### src/rtl/sram_bank_sequencer.sv
// sram_bank_sequencer
//
// Timing sequencer for a bank of 1-bit-wide asynchronous static RAM parts
// (CE_N/WE_N/DI/DO). Accepts one read or write at a time over a valid/ready
// handshake. Each access is driven through fixed setup, strobe and hold phases
// so the RAM only sees a stable address and data while its strobes are low.
// Read data is captured as CE_N rises and returned with a one-cycle response.
//
// Ports
//   clk        in   system clock, rising edge
//   reset_n    in   asynchronous active-low reset
//   req_valid  in   request present
//   req_ready  out  sequencer idle; request taken on valid & ready
//   req_we     in   1 = write, 0 = read
//   req_addr   in   word address
//   req_wdata  in   write data
//   rsp_valid  out  one-cycle response pulse
//   rsp_we     out  request type echoed with the response
//   rsp_rdata  out  read data, valid with rsp_valid & !rsp_we
//   ram_a      out  address to all parts
//   ram_di     out  data in, bit i to part i
//   ram_do     in   data out from the parts (Z while CE_N high)
//   ram_ce_n   out  chip enable, active low
//   ram_we_n   out  write enable, active low
//
// state  | meaning
// IDLE   | waiting for a request, strobes high, req_ready high
// SETUP  | address/data driven, strobes still high
// STROBE | CE_N low; WE_N low as well on a write
// HOLD   | strobes released, address/data held; response in first cycle

module sram_bank_sequencer #(
    parameter int AW         = 12,
    parameter int DW         = 32,
    parameter int SETUP_CYC  = 1,
    parameter int STROBE_CYC = 2,
    parameter int HOLD_CYC   = 1
) (
    input  logic          clk,
    input  logic          reset_n,
    input  logic          req_valid,
    output logic          req_ready,
    input  logic          req_we,
    input  logic [AW-1:0] req_addr,
    input  logic [DW-1:0] req_wdata,
    output logic          rsp_valid,
    output logic          rsp_we,
    output logic [DW-1:0] rsp_rdata,
    output logic [AW-1:0] ram_a,
    output logic [DW-1:0] ram_di,
    input  logic [DW-1:0] ram_do,
    output logic          ram_ce_n,
    output logic          ram_we_n
);

    localparam int MAX_CYC =
        (SETUP_CYC > STROBE_CYC) ?
            ((SETUP_CYC  > HOLD_CYC) ? SETUP_CYC  : HOLD_CYC) :
            ((STROBE_CYC > HOLD_CYC) ? STROBE_CYC : HOLD_CYC);
    localparam int CW = (MAX_CYC > 1) ? $clog2(MAX_CYC) : 1;

    // The counter is loaded with (phase length - 1) and the phase ends on the
    // cycle it reads zero.
    localparam logic [CW-1:0] SETUP_LD  = CW'(SETUP_CYC - 1);
    localparam logic [CW-1:0] STROBE_LD = CW'(STROBE_CYC - 1);
    localparam logic [CW-1:0] HOLD_LD   = CW'(HOLD_CYC - 1);

    typedef enum logic [1:0] {
        IDLE   = 2'd0,
        SETUP  = 2'd1,
        STROBE = 2'd2,
        HOLD   = 2'd3
    } state_t;

    state_t        state, state_d;
    logic [CW-1:0] cnt, cnt_d;
    logic          we_q, we_d;
    logic          tc;
    logic          accept;

    logic          req_ready_d;
    logic          rsp_valid_d;
    logic          rsp_we_d;
    logic [DW-1:0] rsp_rdata_d;
    logic [AW-1:0] ram_a_d;
    logic [DW-1:0] ram_di_d;
    logic          ram_ce_n_d;
    logic          ram_we_n_d;

    assign tc     = (cnt == '0);
    assign accept = req_valid & req_ready;

    always_ff @(posedge clk or negedge reset_n) begin
        if (!reset_n) begin
            state     <= IDLE;
            cnt       <= '0;
            we_q      <= 1'b0;
            req_ready <= 1'b1;
            rsp_valid <= 1'b0;
            rsp_we    <= 1'b0;
            rsp_rdata <= '0;
            ram_a     <= '0;
            ram_di    <= '0;
            ram_ce_n  <= 1'b1;
            ram_we_n  <= 1'b1;
        end else begin
            state     <= state_d;
            cnt       <= cnt_d;
            we_q      <= we_d;
            req_ready <= req_ready_d;
            rsp_valid <= rsp_valid_d;
            rsp_we    <= rsp_we_d;
            rsp_rdata <= rsp_rdata_d;
            ram_a     <= ram_a_d;
            ram_di    <= ram_di_d;
            ram_ce_n  <= ram_ce_n_d;
            ram_we_n  <= ram_we_n_d;
        end
    end

    always_comb begin
        state_d = state;
        cnt_d   = cnt;
        case (state)
            IDLE: begin
                if (accept) begin
                    state_d = SETUP;
                    cnt_d   = SETUP_LD;
                end
            end
            SETUP: begin
                if (tc) begin
                    state_d = STROBE;
                    cnt_d   = STROBE_LD;
                end else begin
                    cnt_d = cnt - CW'(1);
                end
            end
            STROBE: begin
                if (tc) begin
                    state_d = HOLD;
                    cnt_d   = HOLD_LD;
                end else begin
                    cnt_d = cnt - CW'(1);
                end
            end
            HOLD: begin
                if (tc) begin
                    state_d = IDLE;
                    cnt_d   = '0;
                end else begin
                    cnt_d = cnt - CW'(1);
                end
            end
            default: begin
                state_d = IDLE;
                cnt_d   = '0;
            end
        endcase
    end

    // Computes the registered output values for the next cycle. Strobes are
    // derived from the next state so CE_N and WE_N always move on one edge.
    always_comb begin
        we_d        = we_q;
        ram_a_d     = ram_a;
        ram_di_d    = ram_di;
        ram_ce_n_d  = 1'b1;
        ram_we_n_d  = 1'b1;
        req_ready_d = (state_d == IDLE);
        rsp_valid_d = 1'b0;
        rsp_we_d    = rsp_we;
        rsp_rdata_d = rsp_rdata;

        if (accept) begin
            we_d     = req_we;
            ram_a_d  = req_addr;
            ram_di_d = req_wdata;
        end

        if (state_d == STROBE) begin
            ram_ce_n_d = 1'b0;
            ram_we_n_d = ~we_q;
        end

        // Last strobe cycle: data from the parts is still driven, capture it
        // on the same edge that releases CE_N.
        if ((state == STROBE) && tc) begin
            rsp_valid_d = 1'b1;
            rsp_we_d    = we_q;
            if (!we_q) begin
                rsp_rdata_d = ram_do;
            end
        end
    end

endmodule

### config.mk
export PLATFORM = sky130hd
export DESIGN_NAME = sram_bank_sequencer
export DESIGN_NICKNAME = d
export VERILOG_FILES = /design/src/rtl/sram_bank_sequencer.sv
export SDC_FILE = /design/constraint.sdc
export NUM_CORES = 1
export LEC_CHECK = 0
export CAP_MARGIN = 0
export CORE_UTILIZATION = 35
export CTS_CLUSTER_SIZE = 14
export DETAILED_ROUTE_END_ITERATION = 16
export DONT_BUFFER_PORTS = 1
export RECOVER_POWER = 50
export REMOVE_ABC_BUFFERS = 1
export SYNTH_ARGS = -nofsm -noshare
export SYNTH_HDL_FRONTEND = slang
export SYNTH_SLANG_ARGS = --single-unit
export TNS_END_PERCENT = 50
### constraint.sdc
create_clock -name clk -period 4.8 [get_ports clk]
set_clock_uncertainty 0.15 [all_clocks]
set_input_delay 0.96 -clock clk [delete_from_list [all_inputs] [get_ports clk]]
set_output_delay 0.96 -clock clk [all_outputs]
set_load 0.01 [all_outputs]
# Word-level counts from Yosys, hierarchy flattened
# Index checks and enable logic that the tools add are counted.
# Widths: inputs -> output; s select.
dict set report totals {
  register_bits 85
  inputBits 80
  output_inout_bits 81
  wordCells 37
}
dict set report op_classes {
  add_sub_neg 1
  n_eq_ne 5
  mux 12
  bitwise 3
  n_reduce_logical 5
}
# operator n
set op_table {}
lappend op_table {{$mux 2} 4}
lappend op_table {{$pmux 2 s4} 1}
lappend op_table {{$eq 2x2->1 const B} 3}
lappend op_table {{$mux 1} 6}
lappend op_table {{$logic_not 2->1} 2}
lappend op_table {{$pmux 1 s3} 1}
lappend op_table {{$eq 2x1->1 const B} 1}
lappend op_table {{$ne 2x2->1 const B} 1}
lappend op_table {{$not 1->1} 2}
lappend op_table {{$reduce_and 2->1} 1}
lappend op_table {{$reduce_or 2->1} 1}
lappend op_table {{$and 1x1->1} 1}
lappend op_table {{$logic_and 1x1->1} 1}
lappend op_table {{$sub 1x1->1 const B} 1}

# Logic depth before layout (Yosys ltp)
dict set report depth {
  word_depth 5
  ltp_mapped 4
  mapped_depth_nobuf 3
}

# Worst setup path before layout
# No wires, ideal clock.
dict set report synth_path {
  path_type {input -> register}
  from {input port req_valid}
  to {register ram_a[0]}
  setup_time_ns 0.125
  arrival_time_ns 1.760
  required_ns 4.525
  setup_slack_ns 2.766
  path_stages 3
  n_path_buf 1
  path_cell_list {nand2_1 -> buf_2 -> mux2_2}
}
dict set report synth_via {
  elab_chain_cells 1
}
# item line
set synth_rtl {}
lappend synth_rtl {{start, declared} 41} ;# input logic req_valid,
lappend synth_rtl {{$and 1x1->1} 91} ;# assign accept = req_valid & req_ready;
lappend synth_rtl {{end signal, assigned} 114} ;# ram_a <= ram_a_d;
lappend synth_rtl {{end, declared} 49} ;# output logic [AW-1:0] ram_a,
# No other way between the ends.
# A chain may end at the register's enable or synchronous reset.

# Worst setup path after layout
dict set report layout_path {
  from {register cnt}
  to {register rsp_rdata[20]}
}
dict set report layout_via {
  elab_chain_cells 3
}
# item line
set layout_rtl {}
lappend layout_rtl {{start, declared} 76} ;# logic [CW-1:0] cnt, cnt_d;
lappend layout_rtl {{start signal, assigned} 108} ;# cnt <= cnt_d;
lappend layout_rtl {{$not 1->1} 90} ;# assign tc = (cnt == '0);
lappend layout_rtl {{$logic_and 1x1->1} 188} ;# if ((state == STROBE) && tc) begin
lappend layout_rtl {{$reduce_and 2->1 (no line)} -}
lappend layout_rtl {{end signal, assigned} 113} ;# rsp_rdata <= rsp_rdata_d;
lappend layout_rtl {{end, declared} 48} ;# output logic [DW-1:0] rsp_rdata,
# No other way between the ends.

==> flow_summary.toml <==
[status]
outcome = "finished with violations"
failed_checks = "capacitance limit, slew limit"

[worst_setup_path]
crit_family = "buffers and inverters"
slowest_delay_ns = 1.22
critPathKind = "flip-flop to flip-flop"
slowest_stage = "clkbuf_1"
cp_data_arrival_time_ns = 2.76
start_kind = "flip-flop"
required_ns = 4.87
cp_max_fo = 32
end_kind = "flip-flop"
cp_num_buf_inv = 1
path_cells = "nand2b_2 > nor3_1 > clkbuf_1 > mux2_2"

[timing]
min_period_ns = 2.688
post-route-period-util_pct = 55.99
finalHoldViolCount = 0
rsz0062_at_grt = "no"
tns_ns = 0
setup_viol = 0
fmax_mhz = 372.1
fin_hold_ws_ns = 0.1511
max-slew-margin-rel_pct = -10.94
tightest_slew_ns = 1.664
drv_slew = 33

[synthesis]
synth.largest_area_cell = "dfrtp_1"
ys_seq_area_share_pct = 67.29
ys_ff_latch = 85
synth_area_leaders = "dfrtp_1 65%, mux2_2 27%, dfstp_2 2.5%"
synth.avg_cell_area_um2 = 17.03
synth.distinct_cells = 19
syn_area_um2 = 3167
synth_top_area_share_pct = 64.80
yosys_warnings = 0
syn_inst = 186

[clock_tree]
numCtsBuffers = 9
cts_tree = "yes"
cts_resized = 0
path_clk_slew_ns = 0.09
clk_latency_ns = 0.34
cts_sinks = 85
cts_max_level = 3
cts_hold_buf = 0
post_cts_buffers = 0
root_buffer = "clkbuf_8"
cts_buffer_depth = 2

[global_route]
grt_pass1_vias = 1677
track_usage_pct = 11.82
grt_pass1_wl_mm = 8.556
overflow = 0
grt_max_degree = 86
antenna_found_initial = 1

[detailed_routing]
avgRoutedWirePerCell_um = 17.13
drt_iter0_drc = 44
drc = 0
drt_wl_total_mm = 5.208
ant_nets = 0
via_per_inst = 5.033
firstDrtPassIters = 4
vias = 1530

[floorplanning]
core-area_um2 = 8721
die_h_um = 97.12
die_w_um = 97.12
dieArea_um2 = 9432
rows = 34
ios = 161
start_util_pct = 36.31

[final_layout]
final_cell_mix = "82 x dfrtp_1, 76 x mux2_2, 10 x clkbuf_8, 3 x dfstp_2"
mostFrequentLayoutCell = "dfrtp_1"
antenna_cells = 0
drive_above_1_share_pct = 48.98
postLayoutCellArea_um2 = 3470
area_delta_synth_final_pct = 9.562
final_core_util_pct = 39.78
finalNetCount = 271
fillers = 812

[placed_design]
dp.final_hpwl_mm = 3.582
gp_congestion = 0.6655
portBuffers = 0
dpl_cell_area_um2 = 3258

[power_and_ir_drop]
power-per-cell-area_nw_per_um2 = 753.3
leakage_nw = 1.461
peakVddDrop_mv = 0.2692

[min_path]
min_path_type = "input port to async pin"

[job]
drv_cap = 1
-- stage by stage --
stage	power, mW	setup WS, ns	cells
global route	2.788	1.891	304
global placement	2.079	2.376	288
floorplan	1.954	2.178	179
detailed placement	2.104	2.357	288
CTS	2.674	2.737	304
finish	2.614	2.112	304
-- cell type report --
| class | count | area (um^2) | area share (%) |
|---|---|---|---|
| Clock buffer | 11 | 141.4 | 4.075 |
| Clock inverter | 5 | 85.08 | 2.452 |
| Inverter | 1 | 3.754 | 0.1082 |
| Multi-Input combinational cell | 93 | 969.7 | 27.95 |
| Sequential cell | 85 | 2131 | 61.41 |
| Tap cell | 108 | 135.1 | 3.895 |
| Timing Repair Buffer | 1 | 3.754 | 0.1082 |
-- Yosys cell counts --
library cell  instances
dfrtp_1              82
mux2_2               76
buf_2                 4
buf_6                 3
dfstp_2               3
mux2_1                2
nand2_1               2
nand2b_1              2
nor2_1                2
a211oi_1              1
a21oi_1               1
inv_1                 1
nand2b_2              1
nand3_1               1
nor3_4                1
o21ai_0               1
o21bai_1              1
o22a_1                1
xnor2_1               1
-- metal layers --
metal	wire length, um	up-vias	GRT usage (%)
met5	17	-	0
met4	74	2	4.478
met3	707	8	7.194
met2	2504	108	18.36
met1	1903	757	13.17
li1	-	655	-
-- registers in the layout, indices dropped and copies added, names as in the netlist --
| name | count |
|---|---|
| ram_di | 32 |
| rsp_valid | 1 |
| ram_a | 12 |
| req_ready | 1 |
| cnt | 1 |
| ram_we_n | 1 |
| rsp_rdata | 32 |
| we_q | 1 |
| rsp_we | 1 |
| state | 2 |
| ram_ce_n | 1 |
-- report_power, final --
part	total (mW)	internal (mW)	switching, mW	leakage, nW
combinational	0.555	0.368	0.187	0.348
sequential	1.51	1.09	0.413	1.00
clock	0.553	0.309	0.244	0.110
-- kinds of logic after synthesis --
kind of cell           share of synthesized area (%)
AO/OA/AOI/OAI                                  1.067
AND/OR/NAND/NOR                                1.818
XOR/XNOR                                      0.2766
multiplexers                                   27.74
flip-flops                                     67.29
buffers and inverters                          1.817
-- worst register-to-register path, cell delays in order, from the launching register on --
cell and delay (ns):
dfrtp_1 0.40, nand2b_2 0.20, nor3_1 0.14, clkbuf_1 1.22, mux2_2 0.45
-- worst paths after layout --
| kind | from | endpoint | slack, ns | cells after the start |
|---|---|---|---|---|
| setup reg to reg | cnt$_DFFE_PN0P_ | rsp_rdata[20]$_DFFE_PN0P_ | 2.11 | 4 |
| hold / removal | reset_n | rsp_rdata[2]$_DFFE_PN0P_ | 0.15 | 0 |
| hold reg to reg | we_q$_DFFE_PN0P_ | ram_we_n$_DFF_PN1_ | 0.31 | 1 |
| setup / recovery | cnt$_DFFE_PN0P_ | rsp_rdata[20]$_DFFE_PN0P_ | 2.11 | 4 |
| max in group asynchronous | reset_n | req_ready$_DFF_PN1_ | 4.16 | 0 |
| min in group clk | we_q$_DFFE_PN0P_ | ram_we_n$_DFF_PN1_ | 0.31 | 1 |
(Power assumes the default switching activity.)
